## src/rtl/gbc_mbc_pkg.sv

```systemverilog
// rtl/gbc_mbc_pkg.sv - shared MBC constants, FSM state and banking-mode types
package gbc_mbc_pkg;

  localparam logic [15:0] MBC_RAMEN_BASE = 16'h0000;
  localparam logic [15:0] MBC_ROMLO_BASE = 16'h2000;
  localparam logic [15:0] MBC_HI_BASE    = 16'h4000;
  localparam logic [15:0] MBC_MODE_BASE  = 16'h6000;
  localparam logic [15:0] EXTRAM_BASE    = 16'hA000;

  localparam logic [3:0] RAM_ENABLE_KEY = 4'hA;

  typedef enum logic {
    WD_IDLE = 1'b0,
    WD_HELD = 1'b1
  } wd_state_e;

  typedef enum logic {
    MODE_ROM = 1'b0,
    MODE_RAM = 1'b1
  } mbc_mode_e;

endpackage

```

## src/rtl/mbc_write_detect.sv

```systemverilog
// rtl/mbc_write_detect.sv - turns a possibly long active-low write strobe into one commit pulse
module mbc_write_detect
  import gbc_mbc_pkg::*;
(
  input  logic clk,
  input  logic rst,
  input  logic we_l,
  output logic commit
);

  wd_state_e state;
  wd_state_e state_next;

  // Reset lands in HELD so a strobe already low when reset releases is ignored.
  always_ff @(posedge clk or posedge rst) begin
    if (rst) begin
      state <= WD_HELD;
    end else begin
      state <= state_next;
    end
  end

  always_comb begin
    state_next = state;
    commit     = 1'b0;
    case (state)
      WD_IDLE: begin
        if (!we_l) begin
          state_next = WD_HELD;
          commit     = 1'b1;
        end
      end
      WD_HELD: begin
        if (we_l) begin
          state_next = WD_IDLE;
        end
      end
    endcase
  end

endmodule

```

## src/rtl/mbc1_controller.sv

```systemverilog
// rtl/mbc1_controller.sv - MBC1 bank registers and CPU-to-ROM/RAM address translation
module mbc1_controller
  import gbc_mbc_pkg::*;
#(
  parameter int ROM_BANKS_LOG2 = 7,
  parameter int RAM_BANKS_LOG2 = 2
) (
  input  logic                         I_CLK,
  input  logic                         I_RESET,
  input  logic [15:0]                  I_CARTRIDGE_ADDR,
  input  logic [7:0]                   I_CARTRIDGE_DATA,
  input  logic                         I_CARTRIDGE_WE_L,
  input  logic                         I_CARTRIDGE_RE_L,
  output logic                         O_ROM_CS,
  output logic [14+ROM_BANKS_LOG2-1:0] O_ROM_ADDR,
  output logic                         O_RAM_CS,
  output logic [13+RAM_BANKS_LOG2-1:0] O_RAM_ADDR,
  output logic                         O_RAM_WE,
  output logic                         O_RAM_EN
);

  localparam int ROM_AW = 14 + ROM_BANKS_LOG2;
  localparam int RAM_AW = 13 + RAM_BANKS_LOG2;

  logic      ram_en;
  logic [4:0] rom_lo;
  logic [1:0] bank_hi;
  mbc_mode_e mode;
  logic      ram_we;
  logic      commit;

  logic       hit_ramen;
  logic       hit_romlo;
  logic       hit_hi;
  logic       hit_mode;
  logic       hit_extram;
  logic [6:0] rom_bank;
  logic [1:0] ram_bank;

  logic unused_data;
  assign unused_data = ^I_CARTRIDGE_DATA[7:5];

  mbc_write_detect u_write_detect (
    .clk    (I_CLK),
    .rst    (I_RESET),
    .we_l   (I_CARTRIDGE_WE_L),
    .commit (commit)
  );

  assign hit_ramen  = (I_CARTRIDGE_ADDR[15:13] == MBC_RAMEN_BASE[15:13]);
  assign hit_romlo  = (I_CARTRIDGE_ADDR[15:13] == MBC_ROMLO_BASE[15:13]);
  assign hit_hi     = (I_CARTRIDGE_ADDR[15:13] == MBC_HI_BASE[15:13]);
  assign hit_mode   = (I_CARTRIDGE_ADDR[15:13] == MBC_MODE_BASE[15:13]);
  assign hit_extram = (I_CARTRIDGE_ADDR[15:13] == EXTRAM_BASE[15:13]);

  always_ff @(posedge I_CLK or posedge I_RESET) begin
    if (I_RESET) begin
      ram_en  <= 1'b0;
      rom_lo  <= 5'd1;
      bank_hi <= 2'd0;
      mode    <= MODE_ROM;
      ram_we  <= 1'b0;
    end else begin
      ram_we <= commit && hit_extram && ram_en;
      if (commit) begin
        if (hit_ramen) begin
          ram_en <= (I_CARTRIDGE_DATA[3:0] == RAM_ENABLE_KEY);
        end
        // Bank 0 cannot be mapped into the switchable window; it aliases to 1.
        if (hit_romlo) begin
          rom_lo <= (I_CARTRIDGE_DATA[4:0] == 5'd0) ? 5'd1 : I_CARTRIDGE_DATA[4:0];
        end
        if (hit_hi) begin
          bank_hi <= I_CARTRIDGE_DATA[1:0];
        end
        if (hit_mode) begin
          mode <= mbc_mode_e'(I_CARTRIDGE_DATA[0]);
        end
      end
    end
  end

  always_comb begin
    rom_bank = {bank_hi, rom_lo};
    if (!I_CARTRIDGE_ADDR[14]) begin
      rom_bank = (mode == MODE_RAM) ? {bank_hi, 5'b0} : 7'd0;
    end
  end

  assign ram_bank = (mode == MODE_RAM) ? bank_hi : 2'd0;

  // Casting to the port width drops bank bits the memories do not have.
  assign O_ROM_ADDR = ROM_AW'({rom_bank, I_CARTRIDGE_ADDR[13:0]});
  assign O_RAM_ADDR = RAM_AW'({ram_bank, I_CARTRIDGE_ADDR[12:0]});

  assign O_ROM_CS = !I_CARTRIDGE_ADDR[15] && !I_CARTRIDGE_RE_L && I_CARTRIDGE_WE_L;
  assign O_RAM_CS = hit_extram && ram_en && (!I_CARTRIDGE_RE_L || !I_CARTRIDGE_WE_L);
  assign O_RAM_WE = ram_we;
  assign O_RAM_EN = ram_en;

endmodule

```

## config.mk

```make
export PLATFORM = sky130hd
export DESIGN_NAME = mbc1_controller
export DESIGN_NICKNAME = d
export VERILOG_FILES = /design/src/rtl/gbc_mbc_pkg.sv /design/src/rtl/mbc_write_detect.sv /design/src/rtl/mbc1_controller.sv
export SDC_FILE = /design/constraint.sdc
export NUM_CORES = 1
export LEC_CHECK = 0
export BUFFER_PORTS_ARGS = -buffer_cell sky130_fd_sc_hd__buf_2
export CAP_MARGIN = 20
export CORE_MARGIN = 2
export CORE_UTILIZATION = 36
export CTS_CLUSTER_DIAMETER = 40
export DETAILED_ROUTE_END_ITERATION = 8
export GPL_TIMING_DRIVEN = 0
export PLACE_DENSITY = 0.8
export SLEW_MARGIN = 10
export SYNTH_ARGS = -nofsm -noshare
export SYNTH_HDL_FRONTEND = slang
export SYNTH_SLANG_ARGS = --single-unit
```

## constraint.sdc

```tcl
create_clock -name I_CLK -period 1.5 [get_ports I_CLK]
set_input_delay 0.075 -clock I_CLK [delete_from_list [all_inputs] [get_ports I_CLK]]
set_output_delay 0.075 -clock I_CLK [all_outputs]
set_load 0.1 [all_outputs]
```

# Yosys cells after proc, flatten, opt, wreduce, memory -nomap -nowiden
# Index checks and enable logic that the tools add are counted.
# totals
wordCells,33
regBits,11
# op_classes
n_eq_ne,5
mux,6
reduce_logical,16
# op_table
cell,count
$mux W7,2
$reduce_and A2 Y1,4
$eq A3 B2 Y1 const B,2
$logic_and A1 B1 Y1,6
$logic_not A5 Y1,1
$mux W5,1
$eq A4 B4 Y1 const B,1
$eq A3 B1 Y1 const B,1
$eq A3 B3 Y1 const B,1
$logic_not A1 Y1,3
$logic_not A3 Y1,1
$mux W1,2
$mux W2,1
$logic_or A1 B1 Y1,1

# Depth between registers and ports, before layout
# Gate-level depths: netlist of run 1.
# depth
ltp_word,4
ltp_mapped,3

# Cells and area by module
# Synthesis of run 1 repeated with hierarchy kept, for this count alone.
# unflattened
cells_unflattened,76
area_unflattened_um2,787.0
# modules_own_cells
module,area_per_inst_um2,cells_each,instances,seq_area_each_um2
mbc1_controller,749.5,72,1,251.5
mbc_write_detect,37.5,4,1,26.3

# Least setup slack after synthesis of run 1
# No wires, ideal clock.
# synth_timing
kind,register to output
from,"reg ram_en, in the netlist O_RAM_EN"
to,out O_RAM_CS
path_stages_with_launch,3
t_arrival_ns,2.607
slack_ns,-1.182
cell_sequence,dfrtp_1 nand3_1 a21oi_1
# synth_via
elab_chain_len,2
# synth_rtl
item,line_no,source
"start, declared",mbc1_controller.sv:25,logic ram_en;
"start signal, assigned",mbc1_controller.sv:67,ram_en <= (I_CARTRIDGE_DATA[3:0] == RAM_ENABLE_KEY);
$logic_and A1 B1 Y1 (2 in series),mbc1_controller.sv:97,assign O_RAM_CS = hit_extram && ram_en && (!I_CARTRIDGE_RE_L || !I_CARTRIDGE_WE_L);
"end, declared",mbc1_controller.sv:16,"output logic O_RAM_CS,"
# No other way between the ends.

# Final worst setup path of run 1
# layout_timing
from,reg rom_lo[0]
to,out O_ROM_ADDR[14]
# layout_via
elab_chain_len,1
# layout_rtl
item,line_no,source
"start, declared",mbc1_controller.sv:26,logic [4:0] rom_lo;
"start signal, assigned",mbc1_controller.sv:71,rom_lo <= (I_CARTRIDGE_DATA[4:0] == 5'd0) ? 5'd1 : I_CARTRIDGE_DATA[4:0];
$mux W7,mbc1_controller.sv:85,if (!I_CARTRIDGE_ADDR[14]) begin
"end, declared",mbc1_controller.sv:15,"output logic [14+ROM_BANKS_LOG2-1:0] O_ROM_ADDR,"
# No other way between the ends.

==> results.md, run 1 <==
Global route:
- The global route total overflow is 0.
- The first global-routing pass estimated 2700 um of wire.
- Global routing consumed, over all layers together, 13.8% of the routing resources.
- The maximum number of pins on one net before global-route repair is 12.
- The via count of the first global-routing pass came to 637.
- The number of antenna violations at the first check in global routing is 0.

Synthesis:
- The average instance area after synthesis is 10.2 sq um.
- When the netlist entered floorplanning its net count stood at 102.
- The count of synthesis-stage warnings from yosys is 0.
- The most instantiated flip-flop cell in the synthesis netlist is dfrtp_1.
- The register bit total from synthesis is 11.
- After synthesis the cells add up to 754 sq um.
- The fraction of synthesized cell area in xor and xnor cells is 0%.
- The sequential element share of the synthesized area is 36.8%.
- The synthesized netlist cell count is 74.
- The number of different library cells used by synthesis comes to 21.
- The fraction of synthesized area in multiplexers is 11.9%.
- The fraction of registers with async set or reset after synthesis is 100%.
- The synthesized design devotes to its leading area cell type 29.9% of total area.
- The cell taking the most area after synthesis is dfrtp_1.
- The fraction of the mapped netlist area in simple logic gates is 18.6%.
- The compound-cell area share of the yosys netlist is 4.15%.
- In this run, synthesis inferred 0 flip-flops with an integrated enable.
- Of the total synthesized cell area, the portion taken by full adders, half adders and majority gates is 0%.
- Sorting the synthesized cells by area gives the leading types as dfrtp_1 (30%), buf_4 (27%), mux2_1 (10%), dfstp_2 (7.0%), and2_1 (5.8%).
- The dominant combinational cell family by area after synthesis is buffers and inverters.

Route:
- The wire length per cell is 10.3 um.
- The final wirelength is 1620 um.
- For this run, the detailed router's first-pass iteration total came to 4.
- The detailed router placed 697 vias in this run.
- In this run the remaining antenna-violating nets after routing total 0.
- In the routed design, unresolved DRC markers number 0.
- After detailed routing, the number of vias per cell comes to 4.44.
- The number of design-rule violations left by the first detailed-router iteration is 7.

STA:
- The total count of max-transition violations in the final report is 0.
- The worst-case setup margin in the final layout is 0.0757 ns.
- The shortest period the worst path allows is 1.42 ns.
- The post-route clock period utilization is 95.0%.
- Setup repair after global routing left no endpoint under its margin.
- The actual slew at the worst max-slew pin is 0.493 ns.
- The total of endpoints with negative setup slack in the final report is 0.
- The number of hold violations in the final report was 0.
- The worst relative slew slack is 67.4%.
- Static timing analysis puts the maximum clock frequency at 0.702 GHz.
- For the final routed database, the setup TNS stands at 0 ns.
- The worst setup skew after layout is 0.00416 ns.
- Across all hold checks on the routed design, the worst slack comes to 0.0225 ns.

Worst hold path:
- For hold timing, the worst endpoint is rom_lo[4]$_DFFE_PP0P_.
- The type of the most critical hold path is in -> reg.
- The number of cells on the worst hold path is 2.
- The startpoint identified for the worst hold timing path is I_CARTRIDGE_DATA[4].

Clock tree:
- The TritonCTS clock tree is yes.
- The clock sink count is 11.
- The clock tree root buffer cell is clkbuf_4.
- In this run the deepest clock path goes through 2 buffers.
- The clock latency of the later-clocked register in the worst-skew pair is 0.28 ns.
- TritonCTS created 3 clock buffers.
- The post-CTS clock slew at the launch and capture registers of the worst setup and hold paths is 0.07 ns.
- Gates resized during post-CTS repair numbered 0.
- The number of levels the H-tree was split into is 1.

Setup path:
- The endpoint of the worst-slack reg-to-reg timing path is bank_hi[1]$_DFFE_PP0P_.
- The kind of capture point of the worst setup path is an output pin.
- The worst register-to-register path begins at u_write_detect.state$_DFF_PP1_.
- In this run the register-to-register setup slack is 0.11 ns.
- At the worst endpoint, the required time is 1.42 ns.
- The data arrival time of the critical path is 1.35 ns.
- The critical path is of the reg -> out type.
- The maximum fanout count along the critical path is 2.
- The worst register-to-register path has a depth of 3.
- The kind of start point of the critical path is a flip-flop.

Placement:
- Timing analysis after detailed placement gives a worst setup slack of 0.116 ns.
- The cell count after placement is 152.
- The count of buffers added on input and output ports is 51.
- The HPWL reported at the end of detailed placement is 1400 um.
- The last weighted congestion value of the routability-driven placer is 0.669.

Floorplanning:
- The die covers 2480 sq um.
- The total area inside the core boundary comes to 1960 sq um.
- The chip width is 49.8 um.
- The starting utilization of the core area is 38.5%.
- 68 I/O pins were placed.
- Measured along the y axis, the die boundary spans 49.8 um.
- In this run the core area contains 16 standard-cell rows.

Cells and area:
- Cells fill 55.5% of the core in the end.
- The post-synthesis to final-layout area growth is 44.4%.
- In the final design database the tool counted 159 nets.
- The count of antenna diodes in the layout is 0.
- The ratio of cells with drive above 1 in the final layout is 70.0%.
- The non-filler instance count after layout is 157.

Power and ir drop:
- VDD sags by at most 880 uV.
- The total power density per cell area is 1330 nW/um^2.
- For this design the static power due to leakage is 0.000611 uW.

Run status:
- The flow ran to the end, and the final reports show no timing, DRC or antenna violations.

Flow run:
- The total of max-cap violations is 0.
## cell usage in the layout (no fill, tap or decap)
cell type      synthesis  final
a21oi_1                2      1
mux2_1                 7      7
or3_4                  1      1
nor3_2                 1      2
clkinv_2               0      1
o21a_1                 2      2
mux2_2                 1      1
buf_4                 27     27
nor4_1                 1      1
buf_2                  0     51
clkbuf_2               1      1
nor2_1                 1      1
a31oi_1                1      1
nor3_1                 3      2
dfrtp_1                9      9
dfstp_2                2      2
a21oi_2                0      1
nand2_1                1      1
clkbuf_4               0      3
and2_1                 7      7
nor4bb_1               1      1
dlygate4sd3_1          0      1
and2b_1                1      1
inv_1                  2      2
nand3_1                2      2
nor3b_4                1      1
## per-stage QoR
step,total power (uW),instance area [sq um]
floorplan,1140,763
global placement,1240,1050
detailed placement,1250,1050
CTS,1460,1090
global route,1510,1090
finish,1450,1090
## logic make-up (layout without fill, tap and decap cells)
family,count (synthesis),in the layout
compound gates,5,5
simple gates,20,20
mux,8,8
flops,11,11
buf+inv,30,86
## report_power, final
part	leakage [uW]	internal [uW]	switching [uW]	total [uW]
clock network	0.0000177	99.0	105	204
registers	0.000135	356	33.6	389
logic	0.000459	166	691	858
total	0.000611	621	830	1450
## routing by layer
metal / vias to the layer above / wire length (um) / GRT usage, %
met4: 0 / 30 / 6.94
met5: - / 0 / 0
met3: 3 / 220 / 2.42
li1: 332 / - / -
met2: 52 / 798 / 24.7
met1: 310 / 574 / 15.5
## worst max path at each step
| stage | startpoint | slack [ns] | endpoint |
|---|---|---|---|
| after floorplan | O_RAM_EN$_DFFE_PP0P_ | -0.59 | O_RAM_CS |
| after global placement | u_write_detect.state$_DFF_PP1_ | 0.13 | bank_hi[1]$_DFFE_PP0P_ |
| after detailed placement | u_write_detect.state$_DFF_PP1_ | 0.12 | bank_hi[1]$_DFFE_PP0P_ |
| after CTS | rom_lo[0]$_DFFE_PP1P_ | 0.06 | O_ROM_ADDR[14] |
| after global routing | rom_lo[0]$_DFFE_PP1P_ | 0.02 | O_ROM_ADDR[14] |
| final | rom_lo[0]$_DFFE_PP1P_ | 0.08 | O_ROM_ADDR[14] |
## area by class of cell
cell class | instances | area, sq um
repair buffers | 52 | 265
flip-flops and latches | 11 | 278
inverters | 2 | 7.51
multi-input cells | 33 | 270
well taps | 27 | 33.8
fillers | 186 | 872
plain buffers | 28 | 208
clock buffers | 3 | 22.5
clock inverters | 1 | 5.00
## synthesized netlist by cell type, types with 2 or more instances
library cell   n
a21oi_1        2
and2_1         7
buf_4         27
dfrtp_1        9
dfstp_2        2
inv_1          2
mux2_1         7
nand3_1        2
nor3_1         3
o21a_1         2
## registers in the layout, indices dropped and copies added (netlist names)
signal,flops
u_write_detect.state,1
mode,1
O_RAM_WE,1
rom_lo,5
bank_hi,2
O_RAM_EN,1
## critical path, cell delays in order (launching register included)
cell and delay, ns:
dfstp_2 0.54, and2_1 0.12, buf_2 0.42
## what timing repair did
item	4_1_cts	5_1_grt
setup buffers	0	0
hold endpoints to repair	9	0
hold buffers	1	0
Power figures use the tool's default switching activity.
==> run 2, diff against run 1 <==
--- a/config.mk
+++ b/config.mk
@@ -5,7 +5,7 @@
 export SDC_FILE = /design/constraint.sdc
 export NUM_CORES = 1
 export LEC_CHECK = 0
-export BUFFER_PORTS_ARGS = -buffer_cell sky130_fd_sc_hd__buf_2
+export BUFFER_PORTS_ARGS = -buffer_cell sky130_fd_sc_hd__buf_4
 export CAP_MARGIN = 20
 export CORE_MARGIN = 2
 export CORE_UTILIZATION = 36
==> results.md, run 2 (synthesis results as in run 1) <==
Run status:
- Outcome: finished, final reports clean (unchanged).

Setup path:
- The minimum setup slack among reg-to-reg paths is 0.10 ns (was 0.11 ns).
- Chain of cells forming the critical path: or3_4 > nor3b_4 > mux2_1 (was and2_1 > buf_2).
- The number of buffer and inverter stages on the critical path is 0 (was 1).
- The kind of start point of the critical path is a flip-flop (unchanged).
- The top cell family by delay on the critical path was simple AND/OR/NAND/NOR gates (was flip-flops).
- The critical path's largest stage delay is 0.38 ns (was 0.54 ns).
- The endpoint of the worst-slack reg-to-reg timing path is bank_hi[0]$_DFFE_PP0P_ (was bank_hi[1]$_DFFE_PP0P_).
- The required time at the worst-slack endpoint is 1.65 ns (was 1.42 ns).
- The kind of capture point of the worst setup path is a flip-flop (was output pin).
- The data arrival time of the critical path is 1.54 ns (was 1.35 ns).
- The maximum fanout count along the critical path is 3 (was 2).
- The startpoint of the lowest-slack register-to-register path is u_write_detect.state$_DFF_PP1_ (unchanged).
- The start-to-end type of the worst setup path is reg -> reg (was reg -> out).
- The cell type of the slowest stage on the worst timing path is dfstp_2 (unchanged).
- The depth of the worst register-to-register path is 3 (unchanged).

Floorplanning:
- The starting utilization of the core area is 38.5% (unchanged).
- The number of placement rows is 16 (unchanged).
- The die area was 2480 sq um (unchanged).
- The chip width is 49.8 um (unchanged).
- The core region area is 1960 sq um (unchanged).
- The height of the die is 49.8 um (unchanged).
- The number of I/O pins is 68 (unchanged).

Global route:
- The wire length of the first global-routing pass was 2630 um (was 2700 um).
- The maximum number of pins on one net before global-route repair is 12 (unchanged).
- The via count of the first global-routing pass is 640 (was 637).
- The total global routing track utilization is 13.7% (was 13.8%).
- The global route total overflow is 0 (unchanged).
- The number of antenna violations at the first check in global routing is 0 (unchanged).

Worst hold path:
- The number of cells on the worst hold path is 2 (unchanged).
- The sink of the worst hold path is O_RAM_WE$_DFF_PP0_ (was rom_lo[4]$_DFFE_PP0P_).
- The type of the most critical hold path was in -> reg (unchanged).
- The start point of the worst hold path is I_CARTRIDGE_WE_L (was I_CARTRIDGE_DATA[4]).

Route:
- The number of nets with antenna violations after routing came to 0 (unchanged).
- The remaining design rule violation count is 0 (unchanged).
- The number of detailed-routing iterations run before antenna repair is 4 (unchanged).
- The final wirelength is 1680 um (was 1620 um).
- The wire length per cell is 10.6 um (was 10.3 um).
- The detail-routed via count per cell is 4.48 (was 4.44).
- The number of design-rule violations left by the first detailed-router iteration is 6 (was 7).
- The via count of the routed design came to 708 (was 697).

Clock tree:
- The post-cts sizing count is 0 (unchanged).
- The clock latency of the later-clocked register in the worst-skew pair is 0.27 ns (was 0.28 ns).
- The clock sink count is 11 (unchanged).
- The post-cts hold buffer count is 2 (was 1).
- The maximum buffer depth of the clock tree was 2 (unchanged).
- The buffers inserted during post-CTS setup optimization is 0 (unchanged).
- The post-CTS clock slew at the launch and capture registers of the worst setup and hold paths is 0.07 ns (about the same).
- The clock tree root buffer cell was clkbuf_4 (unchanged).
- The TritonCTS clock tree is yes (unchanged).
- The number of buffers created by CTS is 3 (unchanged).
- The number of levels the H-tree was split into is 1 (unchanged).

Placement:
- The last weighted congestion value of the routability-driven placer is 0.700 (was 0.669).
- The count of buffers inserted at the top-level ports came to 51 (unchanged).
- The cell count after placement is 152 (unchanged).
- The HPWL reported at the end of detailed placement is 1380 um (was 1400 um).

Cells and area:
- The register ranked first by flip-flop count was rom_lo (unchanged).
- The ratio of cells with drive above 1 in the final layout is 68.7% (was 70.0%).
- The count of antenna diodes in the layout came to 0 (unchanged).
- Largest registers ranked by flip-flop count: rom_lo (5), bank_hi (2) (unchanged).
- The post-synthesis to final-layout area growth is 62.5% (was 44.4%).
- The net count reported at finish came to 160 (was 159).
- The number of flip-flops under the largest register name came to 5 (unchanged).
- The most common cell after layout, fill and taps aside is buf_4 (was buf_2).
- Most used cells in the layout excluding fill and tap cells: buf_4 (78), dfrtp_1 (9), mux2_1 (7), and2_1 (7), clkbuf_4 (3) (was buf_2 (51), buf_4 (27), dfrtp_1 (9)).
- The non-filler instance count after layout is 158 (was 157).

STA:
- The actual slew at the worst max-slew pin is 0.419 ns (was 0.493 ns).
- The final total negative setup slack is 0 ns (unchanged).
- The worst setup skew after layout is 0.00312 ns (was 0.00416 ns).
- The worst relative slew slack is 72.0% (was 67.4%).
- The total count of max-transition violations in the final report was 0 (unchanged).
- The number of hold violations in the final report is 0 (unchanged).
- The post-route clock period utilization is 93.1% (was 95.0%).
- The total of endpoints with negative setup slack in the final report came to 0 (unchanged).
- The shortest period the worst path allows was 1.40 ns (was 1.42 ns).
- Setup repair after global routing missed its margin: no (unchanged).
- The highest clock rate was 0.716 GHz (was 0.702 GHz).

Power and ir drop:
- The total power density per cell area came to 1230 nW/um^2 (was 1330 nW/um^2).
- The leakage power total came to 0.000648 uW (was 0.000611 uW).
- The maximum resistive drop on vdd came to 893 uV (was 880 uV).

Flow run:
- The total of max-cap violations came to 0 (unchanged).
## run 2: changes by cell type in the layout (fill, tap and decap cells not counted)
cell,previous run,this run
buf_2,51,0
buf_4,27,78
clkbuf_1,0,1
clkinv_2,1,0
dlygate4sd3_1,1,2
## run 2: report_power, final
part / total, uW / internal [uW] / switching [uW]
Sequential: 388 / 356 / 32.0
Clock: 196 / 103 / 92.6
Combinational: 923 / 225 / 698
Total: 1510 / 684 / 823
## run 2: metrics by stage
stage               instance area, sq um  utilization, %  setup slack (ns)  hold slack, ns  power, uW
floorplan                            763               -            -0.588         -0.0740       1140
global placement                    1180            60.1             0.127          0.0940       1300
detailed placement                  1180            60.1             0.112          0.0959       1320
CTS                                 1230            62.5            0.0991         0.00232       1520
global route                        1230            62.5            0.0581         0.00672       1570
finish                              1230            62.5             0.104          0.0141       1510
## run 2: cell type report
type / count / area, sq um
Multi-Input combinational cell: 33 / 270
Tap cell: 27 / 33.8
Sequential cell: 11 / 278
Inverter: 2 / 7.51
Buffer: 28 / 208
Fill cell: 157 / 736
Clock buffer: 4 / 26.3
Timing Repair Buffer: 53 / 403
## run 2: worst max path at each step
stage,depth (start not counted),slack (ns),end,startpoint
floorplan,2,-0.59,O_RAM_CS,O_RAM_EN$_DFFE_PP0P_
global route,3,0.06,bank_hi[0]$_DFFE_PP0P_,u_write_detect.state$_DFF_PP1_
detailed placement,3,0.11,bank_hi[0]$_DFFE_PP0P_,u_write_detect.state$_DFF_PP1_
CTS,3,0.1,bank_hi[0]$_DFFE_PP0P_,u_write_detect.state$_DFF_PP1_
finish,3,0.10,bank_hi[0]$_DFFE_PP0P_,u_write_detect.state$_DFF_PP1_
global placement,3,0.13,bank_hi[1]$_DFFE_PP0P_,u_write_detect.state$_DFF_PP1_
## run 2: worst register-to-register path: cells and delay by family (launching register included)
family,cells,cell delay [ns]
and+or+nand+nor,2,0.56
DFF,1,0.38
muxes,1,0.34
## run 2: per-layer routing
metal  wire, um  up-vias  part of all wire (%)  track usage, %
met2        863       51                    51            25.3
met5          0        -                     0               0
met4         24        0                   1.4            6.94
met1        584      319                    35            14.1
met3        205        2                    12            3.33
li1           -      336                     -               -
